--- src/rtl/skidbuf_arb_pkg.sv ---
// Shared types and helpers for the packet-aware round-robin arbiter
// and its output skid buffer.
package skidbuf_arb_pkg;

    typedef enum logic {
        ARB  = 1'b0,
        LOCK = 1'b1
    } arb_state_t;

    // Source-id width; a two-requester arbiter still needs one bit.
    function automatic int id_width(input int num_req);
        return (num_req <= 2) ? 1 : $clog2(num_req);
    endfunction

endpackage

--- src/rtl/skidbuf.sv ---
// Generic two-entry valid/ready skid buffer: an output register plus one skid
// register, with in_ready driven only from state so out_ready never reaches it.
module skidbuf #(
    parameter int WIDTH = 8
) (
    input  logic             clk,
    input  logic             reset_n,
    input  logic             in_valid,
    output logic             in_ready,
    input  logic [WIDTH-1:0] in_data,
    output logic             out_valid,
    input  logic             out_ready,
    output logic [WIDTH-1:0] out_data
);

    logic             out_valid_reg;
    logic             skid_valid_reg;
    logic [WIDTH-1:0] out_data_reg;
    logic [WIDTH-1:0] skid_data_reg;
    logic             in_fire;
    logic             out_free;

    // Held low through reset so no upstream beat is accepted while it is asserted.
    assign in_ready  = reset_n & ~skid_valid_reg;
    assign in_fire   = in_valid & in_ready;
    assign out_free  = ~out_valid_reg | out_ready;
    assign out_valid = out_valid_reg;
    assign out_data  = out_data_reg;

    always_ff @(posedge clk or negedge reset_n) begin
        if (!reset_n) begin
            out_valid_reg  <= 1'b0;
            skid_valid_reg <= 1'b0;
            out_data_reg   <= '0;
            skid_data_reg  <= '0;
        end else if (out_free) begin
            if (skid_valid_reg) begin
                out_valid_reg  <= 1'b1;
                out_data_reg   <= skid_data_reg;
                skid_valid_reg <= 1'b0;
            end else begin
                out_valid_reg <= in_fire;
                if (in_fire) begin
                    out_data_reg <= in_data;
                end
            end
        end else if (in_fire) begin
            // Output is stalled: park the beat; in_ready drops next cycle.
            skid_valid_reg <= 1'b1;
            skid_data_reg  <= in_data;
        end
    end

endmodule

--- src/rtl/skidbuf_rr_arb.sv ---
// Packet-aware round-robin arbiter sharing one skid-buffered output stream
// among NUM_REQ requesters; a winner keeps the output until its last beat.
module skidbuf_rr_arb
    import skidbuf_arb_pkg::*;
#(
    parameter  int NUM_REQ    = 4,
    parameter  int DATA_WIDTH = 8,
    localparam int ID_WIDTH   = id_width(NUM_REQ)
) (
    input  logic                                clk,
    input  logic                                reset_n,
    input  logic [NUM_REQ-1:0]                  in_valid,
    output logic [NUM_REQ-1:0]                  in_ready,
    input  logic [NUM_REQ-1:0][DATA_WIDTH-1:0]  in_data,
    input  logic [NUM_REQ-1:0]                  in_last,
    output logic                                out_valid,
    input  logic                                out_ready,
    output logic [DATA_WIDTH-1:0]               out_data,
    output logic                                out_last,
    output logic [ID_WIDTH-1:0]                 out_id
);

    localparam int                PAYLOAD_W = ID_WIDTH + 1 + DATA_WIDTH;
    localparam logic [ID_WIDTH-1:0] LAST_ID = ID_WIDTH'(NUM_REQ - 1);
    localparam logic [ID_WIDTH:0]   NUM_REQ_W = (ID_WIDTH + 1)'(NUM_REQ);

    arb_state_t              state_reg, state_next;
    logic [ID_WIDTH-1:0]     rr_ptr_reg, rr_ptr_next;
    logic [ID_WIDTH-1:0]     lock_id_reg, lock_id_next;

    logic [2*NUM_REQ-1:0]    dbl_valid;
    logic [2*NUM_REQ-1:0]    shifted_valid;
    logic [NUM_REQ-1:0]      rot_valid;
    logic [ID_WIDTH-1:0]     grant_off;
    logic [ID_WIDTH:0]       grant_sum;
    logic [ID_WIDTH-1:0]     grant_id;
    logic                    grant_found;

    logic [ID_WIDTH-1:0]     sel_id;
    logic                    sel_open;
    logic                    sel_valid;
    logic                    accept;
    logic                    skid_in_ready;
    logic [PAYLOAD_W-1:0]    skid_in_data;
    logic [PAYLOAD_W-1:0]    skid_out_data;

    function automatic logic [ID_WIDTH-1:0] ptr_inc(input logic [ID_WIDTH-1:0] p);
        return (p == LAST_ID) ? '0 : p + 1'b1;
    endfunction

    // Rotate the request vector so bit 0 is the requester at rr_ptr, then
    // take the lowest set bit and rotate the offset back.
    assign dbl_valid     = {in_valid, in_valid};
    assign shifted_valid = dbl_valid >> rr_ptr_reg;
    assign rot_valid     = shifted_valid[NUM_REQ-1:0];

    always_comb begin
        grant_off = '0;
        for (int k = NUM_REQ - 1; k >= 0; k--) begin
            if (rot_valid[k]) begin
                grant_off = ID_WIDTH'(k);
            end
        end
    end

    assign grant_found = |in_valid;
    assign grant_sum   = {1'b0, rr_ptr_reg} + {1'b0, grant_off};
    assign grant_id    = (grant_sum >= NUM_REQ_W) ? ID_WIDTH'(grant_sum - NUM_REQ_W)
                                                  : grant_sum[ID_WIDTH-1:0];

    always_comb begin
        state_next   = state_reg;
        rr_ptr_next  = rr_ptr_reg;
        lock_id_next = lock_id_reg;
        sel_id       = grant_id;
        sel_open     = grant_found;
        sel_valid    = 1'b0;
        accept       = 1'b0;

        case (state_reg)
            ARB: begin
                sel_id    = grant_id;
                sel_open  = grant_found;
                sel_valid = grant_found;
                accept    = sel_valid & skid_in_ready;
                if (accept) begin
                    if (in_last[sel_id]) begin
                        rr_ptr_next = ptr_inc(grant_id);
                    end else begin
                        state_next   = LOCK;
                        lock_id_next = grant_id;
                    end
                end
            end
            LOCK: begin
                // Other requesters are shut out until the packet's last beat.
                sel_id    = lock_id_reg;
                sel_open  = 1'b1;
                sel_valid = in_valid[lock_id_reg];
                accept    = sel_valid & skid_in_ready;
                if (accept && in_last[sel_id]) begin
                    state_next  = ARB;
                    rr_ptr_next = ptr_inc(lock_id_reg);
                end
            end
            default: begin
                state_next = ARB;
            end
        endcase
    end

    always_ff @(posedge clk or negedge reset_n) begin
        if (!reset_n) begin
            state_reg   <= ARB;
            rr_ptr_reg  <= '0;
            lock_id_reg <= '0;
        end else begin
            state_reg   <= state_next;
            rr_ptr_reg  <= rr_ptr_next;
            lock_id_reg <= lock_id_next;
        end
    end

    generate
        for (genvar gi = 0; gi < NUM_REQ; gi++) begin : g_ready
            assign in_ready[gi] = sel_open & skid_in_ready & (sel_id == ID_WIDTH'(gi));
        end
    endgenerate

    assign skid_in_data = {sel_id, in_last[sel_id], in_data[sel_id]};

    skidbuf #(
        .WIDTH (PAYLOAD_W)
    ) u_skidbuf (
        .clk       (clk),
        .reset_n   (reset_n),
        .in_valid  (sel_valid),
        .in_ready  (skid_in_ready),
        .in_data   (skid_in_data),
        .out_valid (out_valid),
        .out_ready (out_ready),
        .out_data  (skid_out_data)
    );

    assign {out_id, out_last, out_data} = skid_out_data;

endmodule
--- config.mk ---
export PLATFORM = sky130hd
export DESIGN_NAME = skidbuf_rr_arb
export DESIGN_NICKNAME = d
export VERILOG_FILES = /design/src/rtl/skidbuf_arb_pkg.sv /design/src/rtl/skidbuf.sv /design/src/rtl/skidbuf_rr_arb.sv
export SDC_FILE = /design/constraint.sdc
export NUM_CORES = 1
export LEC_CHECK = 0
export ABC_AREA = 1
export CAP_MARGIN = 20
export CORE_MARGIN = 1.5
export CORE_UTILIZATION = 41
export DETAILED_ROUTE_END_ITERATION = 8
export GPL_ROUTABILITY_DRIVEN = 0
export PLACE_DENSITY = 0.78
export RECOVER_POWER = 25
export SYNTH_ARGS = -nofsm -noshare
export SYNTH_HDL_FRONTEND = slang
export SYNTH_SLANG_ARGS = --single-unit
--- constraint.sdc ---
create_clock -name clk -period 8.94 [get_ports clk]
set_input_delay 2.682 -clock clk [delete_from_list [all_inputs] [get_ports clk]]
set_output_delay 2.682 -clock clk [all_outputs]
set_load 0.05 [all_outputs]
==> results of run 1 <==
[power breakdown]
part	leakage [nW]	switching [W]	internal [W]
logic	1.01	0.000588	0.000285
clock network	0.0439	0.0000543	0.0000536
registers	0.361	0.0000445	0.000194
total	1.42	0.000686	0.000533
[per-layer routing]
layer  GRT usage [%]  up-vias
met5               0        -
met4            8.08        0
met3            4.74       10
met2            31.8       76
met1            27.2     1000
li1                -     1122
[cell families (layout without fill, tap and decap cells)]
kind of cell / after synthesis / count (layout) / synth area share [%]
adders and majority gates: 1 / 1 / 0.601
buffers and inverters: 40 / 97 / 9.13
and+or+nand+nor: 204 / 204 / 44.0
xor gates and xnor gates: 1 / 1 / 0.420
AOI/OAI and AO/OA: 43 / 43 / 11.1
DFF: 29 / 29 / 34.8
[final cells by class]
class                      count  area share [%]
clock buffer                   5            2.49
clock inverter                 3           0.633
inverter                      29            3.98
multi-input combinational    249            42.2
sequential                    29            26.2
tap                           67            3.03
timing repair buffer          60            21.4
[worst max-delay path: stages]
cell and delay (ns):
sky130_fd_sc_hd__clkdlybuf4s50_1 0.49, sky130_fd_sc_hd__nand2_1 0.13, sky130_fd_sc_hd__nand3_1 0.07, sky130_fd_sc_hd__nand2_1 0.11
sky130_fd_sc_hd__nand3_1 0.07, sky130_fd_sc_hd__a21boi_0 0.17, sky130_fd_sc_hd__ha_1 0.19, sky130_fd_sc_hd__xnor2_1 0.16
sky130_fd_sc_hd__inv_1 0.11, sky130_fd_sc_hd__nand2_4 0.10, sky130_fd_sc_hd__nand3_4 0.14, sky130_fd_sc_hd__nand2_4 0.27
sky130_fd_sc_hd__inv_2 0.09, sky130_fd_sc_hd__nor2_1 0.10, sky130_fd_sc_hd__clkdlybuf4s50_1 0.81
[per-stage QoR]
| stage | utilization (%) | worst slack (ns) | cell area [um2] |
|---|---|---|---|
| 6_report | 57.4 | 0.561 | 2770 |
| 3_3_place_gp | 55.7 | 0.704 | 2680 |
| 3_5_place_dp | 55.7 | 0.577 | 2680 |
| 2_1_floorplan | - | 1.58 | 2080 |
| 5_1_grt | 57.4 | 0.290 | 2770 |
| 4_1_cts | 57.5 | 0.578 | 2770 |
[placed cells by master, fill, tap and decap left out, drive strengths merged]
master	n
clkdlybuf4s50	57
nor2	9
a21boi	1
dfrtp	29
clkbuf	6
o31ai	1
nand2	158
xnor2	1
nand4	1
a21oi	15
dlygate4sd3	1
clkinvlp	1
inv	28
o21a	1
nand3	36
o21ai	25
buf	1
ha	1
clkinv	3
[worst min path at each step]
stage / start / to / slack, ns / cells after the start
floorplan: u_skidbuf.skid_data_reg[9] / u_skidbuf.skid_data_reg[9] / 0.45 / 2
finish: u_skidbuf.out_data[5] / u_skidbuf.out_data[5] / 0.48 / 2
global placement: u_skidbuf.out_data[5] / u_skidbuf.out_data[5] / 0.46 / 2
detailed placement: u_skidbuf.out_data[5] / u_skidbuf.out_data[5] / 0.46 / 2
CTS: u_skidbuf.out_data[5] / u_skidbuf.out_data[5] / 0.48 / 2
global route: u_skidbuf.out_data[3] / u_skidbuf.out_data[3] / 0.51 / 2
[Yosys cell counts]
cell type and count:
sky130_fd_sc_hd__nand2_2 6, sky130_fd_sc_hd__nand4_1 1, sky130_fd_sc_hd__nor2_1 8, sky130_fd_sc_hd__nand3_4 1, sky130_fd_sc_hd__nand3_1 34, sky130_fd_sc_hd__clkbuf_1 1, sky130_fd_sc_hd__clkbuf_2 1, sky130_fd_sc_hd__inv_1 24
sky130_fd_sc_hd__buf_2 6, sky130_fd_sc_hd__o21a_1 1, sky130_fd_sc_hd__o21ai_1 7, sky130_fd_sc_hd__clkinv_2 1, sky130_fd_sc_hd__o21ai_2 1, sky130_fd_sc_hd__clkbuf_8 1, sky130_fd_sc_hd__a21oi_2 1, sky130_fd_sc_hd__ha_1 1
sky130_fd_sc_hd__o31ai_1 1, sky130_fd_sc_hd__nand2_4 9, sky130_fd_sc_hd__a21boi_0 1, sky130_fd_sc_hd__nand2_1 143, sky130_fd_sc_hd__nor2_2 1, sky130_fd_sc_hd__nand3_2 1, sky130_fd_sc_hd__a21oi_1 14, sky130_fd_sc_hd__dfrtp_1 29
sky130_fd_sc_hd__buf_12 1, sky130_fd_sc_hd__inv_2 4, sky130_fd_sc_hd__buf_4 1, sky130_fd_sc_hd__o21ai_0 17, sky130_fd_sc_hd__xnor2_1 1
==> qor.tcl, run 1 <==
set qor(setup_violations) 0
set qor(worst_clock_skew_ns) 0.00575
set qor(outcome) {complete, but fails checks}
set qor(vdd.ir_drop.worst_uv) 195
set qor(fraction_of_final_layout_cells_sized_beyond_drive_strength_1_pct) 9.07
set qor(io-pin-count) 59
set qor(violations_in_the_final_reports) {max-capacitance violations, max-slew violations}
set qor(avgSynthCellArea_um2) 6.55
set qor(crit-reg2reg-launch) {u_skidbuf.skid_valid_reg}
set qor(multi_input_area_um2) 1170
set qor(die_area_um2) 5520
set qor(post-dp-hpwl_mm) 3.79
set qor(clock-root-buffer) {sky130_fd_sc_hd__clkbuf_8}
set qor(grt_pass1_vias) 1990
set qor(overflow) 0
set qor(synth_area_um2) 2080
set qor(dieWidth_um) 74.3
set qor(wire_length_on_met2_mm) 2.48
set qor(timing_worst_setup_path_type) {input port to output port}
set qor(drt-pass1-iter-count) 5
set qor(post_synth_num_cell_types) 29
set qor(floorplan.initialDensity_pct) 43.2
set qor(detail_route.wirelength_mm) 5.20
set qor(dr.max_layer_used) {met4}
set qor(antenna_found_initial) 0
set qor(clkLatencyLatePin_ns) 0.29
set qor(yosysTopAreaCell) {sky130_fd_sc_hd__dfrtp_1}
set qor(crit_required_ns) 6.26
set qor(cts_sinks) 29
set qor(power.density_cell_area_nw_per_um2) 441
set qor(endpoint_kind) {output port}
set qor(synth_warnings) 0
set qor(total_of_max_cap_violations) 1
set qor(syn_nets) 362
set qor(rrSetupSlack_ns) 6.33
set qor(detail_route.vias_per_cell) 5.00
set qor(syn_to_final_growth_pct) 32.7
set qor(fin_crit_sh_pct) 93.7
set qor(synth_top_area_share_pct) 34.8
set qor(cts-root-to-sink-buffers) 2
set qor(report.final.slew_viol_count) 30
set qor(timing.critical_path.from) {in_valid[0]}
set qor(final_period_minus_worst_setup_slack_ns) 8.38
set qor(drc) 0
set qor(ys_seq_area_share_pct) 34.8
set qor(critical_path.endpoint) {in_ready[0]}
set qor(tightest_slew_ns) 1.57
set qor(final_cell_count_no_fill) 442
set qor(max_clock_freq_mhz) 119
set qor(routed-wl-met3_um) 300
set qor(p_total_w) 0.00122
set qor(clkTransAtPathRegs_ns) 0.07
set qor(timing.critical_path.fanout_max) 13
set qor(hold_viol_final) 0
set qor(final.fill_count) 481
set qor(fin_hold_ws_ns) 0.475
set qor(ff_latch_area_um2) 726
set qor(insertedDiodeCount) 0
set qor(rsz_0062_raised_after_global_routing) {false}
set qor(cts_resized) 0
set qor(min_path_type) {flop to flop}
set qor(crit_arrival_ns) 5.70
set qor(core_area_um2) 4820
set qor(place_inst) 434
set qor(post_cts_hold_buffer_count) 0
set qor(route.detailed.wl_per_inst_um) 11.8
set qor(synthTopCellsByArea) {sky130_fd_sc_hd__dfrtp_1, sky130_fd_sc_hd__nand2_1, sky130_fd_sc_hd__nand3_1, sky130_fd_sc_hd__nand2_4, sky130_fd_sc_hd__inv_1}
set qor(cp-start-kind) {input port}
set qor(post-cts-setup-buffer-count) 0
set qor(worst_slew_margin_relative_to_its_limit_pct) -4.96
set qor(wirelength_met1_mm) 2.33
set qor(setup-tns-final_ns) 0
set qor(fp.dieH_um) 74.3
set qor(grt_usage_pct) 20.3
set qor(timing.reg2reg.worst_path_depth) 10
set qor(drt_first_iter_violations) 140
set qor(portBuffers) 58
set qor(num_rows) 25
set qor(yosys_register_bits) 29
set qor(tritoncts) {yes}
set qor(worst_r2r_endpoint) {u_skidbuf.skid_data_reg[10]}
set qor(grt_first_pass_wirelength_mm) 8.69
set qor(fin_nets) 418
set qor(grt_start_max_net_pins) 30
set qor(cts.htree.levels) 2
set qor(power.static_leakage_nw) 1.42
set qor(synth_cells) 318
set qor(cts-buffers-inserted) 5
set qor(drtAntennaViolNets) 0
set qor(vias) 2208
(Power assumes the default switching activity.)
==> inputs of run 2 (changes only) <==
--- a/config.mk
+++ b/config.mk
@@ -13,6 +13,7 @@
 export GPL_ROUTABILITY_DRIVEN = 0
 export PLACE_DENSITY = 0.78
 export RECOVER_POWER = 25
+export SETUP_SLACK_MARGIN = 0.05
 export SYNTH_ARGS = -nofsm -noshare
 export SYNTH_HDL_FRONTEND = slang
 export SYNTH_SLANG_ARGS = --single-unit
==> results of run 2 <==
No change in the layout: final DEF, timing and power equal those of run 1.
==> inputs of run 3 (changes only) <==
--- a/config.mk
+++ b/config.mk
@@ -9,6 +9,7 @@
 export CAP_MARGIN = 20
 export CORE_MARGIN = 1.5
 export CORE_UTILIZATION = 41
+export CTS_CLUSTER_DIAMETER = 30
 export DETAILED_ROUTE_END_ITERATION = 8
 export GPL_ROUTABILITY_DRIVEN = 0
 export PLACE_DENSITY = 0.78
@@ -17,3 +18,4 @@
 export SYNTH_ARGS = -nofsm -noshare
 export SYNTH_HDL_FRONTEND = slang
 export SYNTH_SLANG_ARGS = --single-unit
+export TNS_END_PERCENT = 5
==> results of run 3 <==
No change in the layout: final DEF, timing and power equal those of run 1.
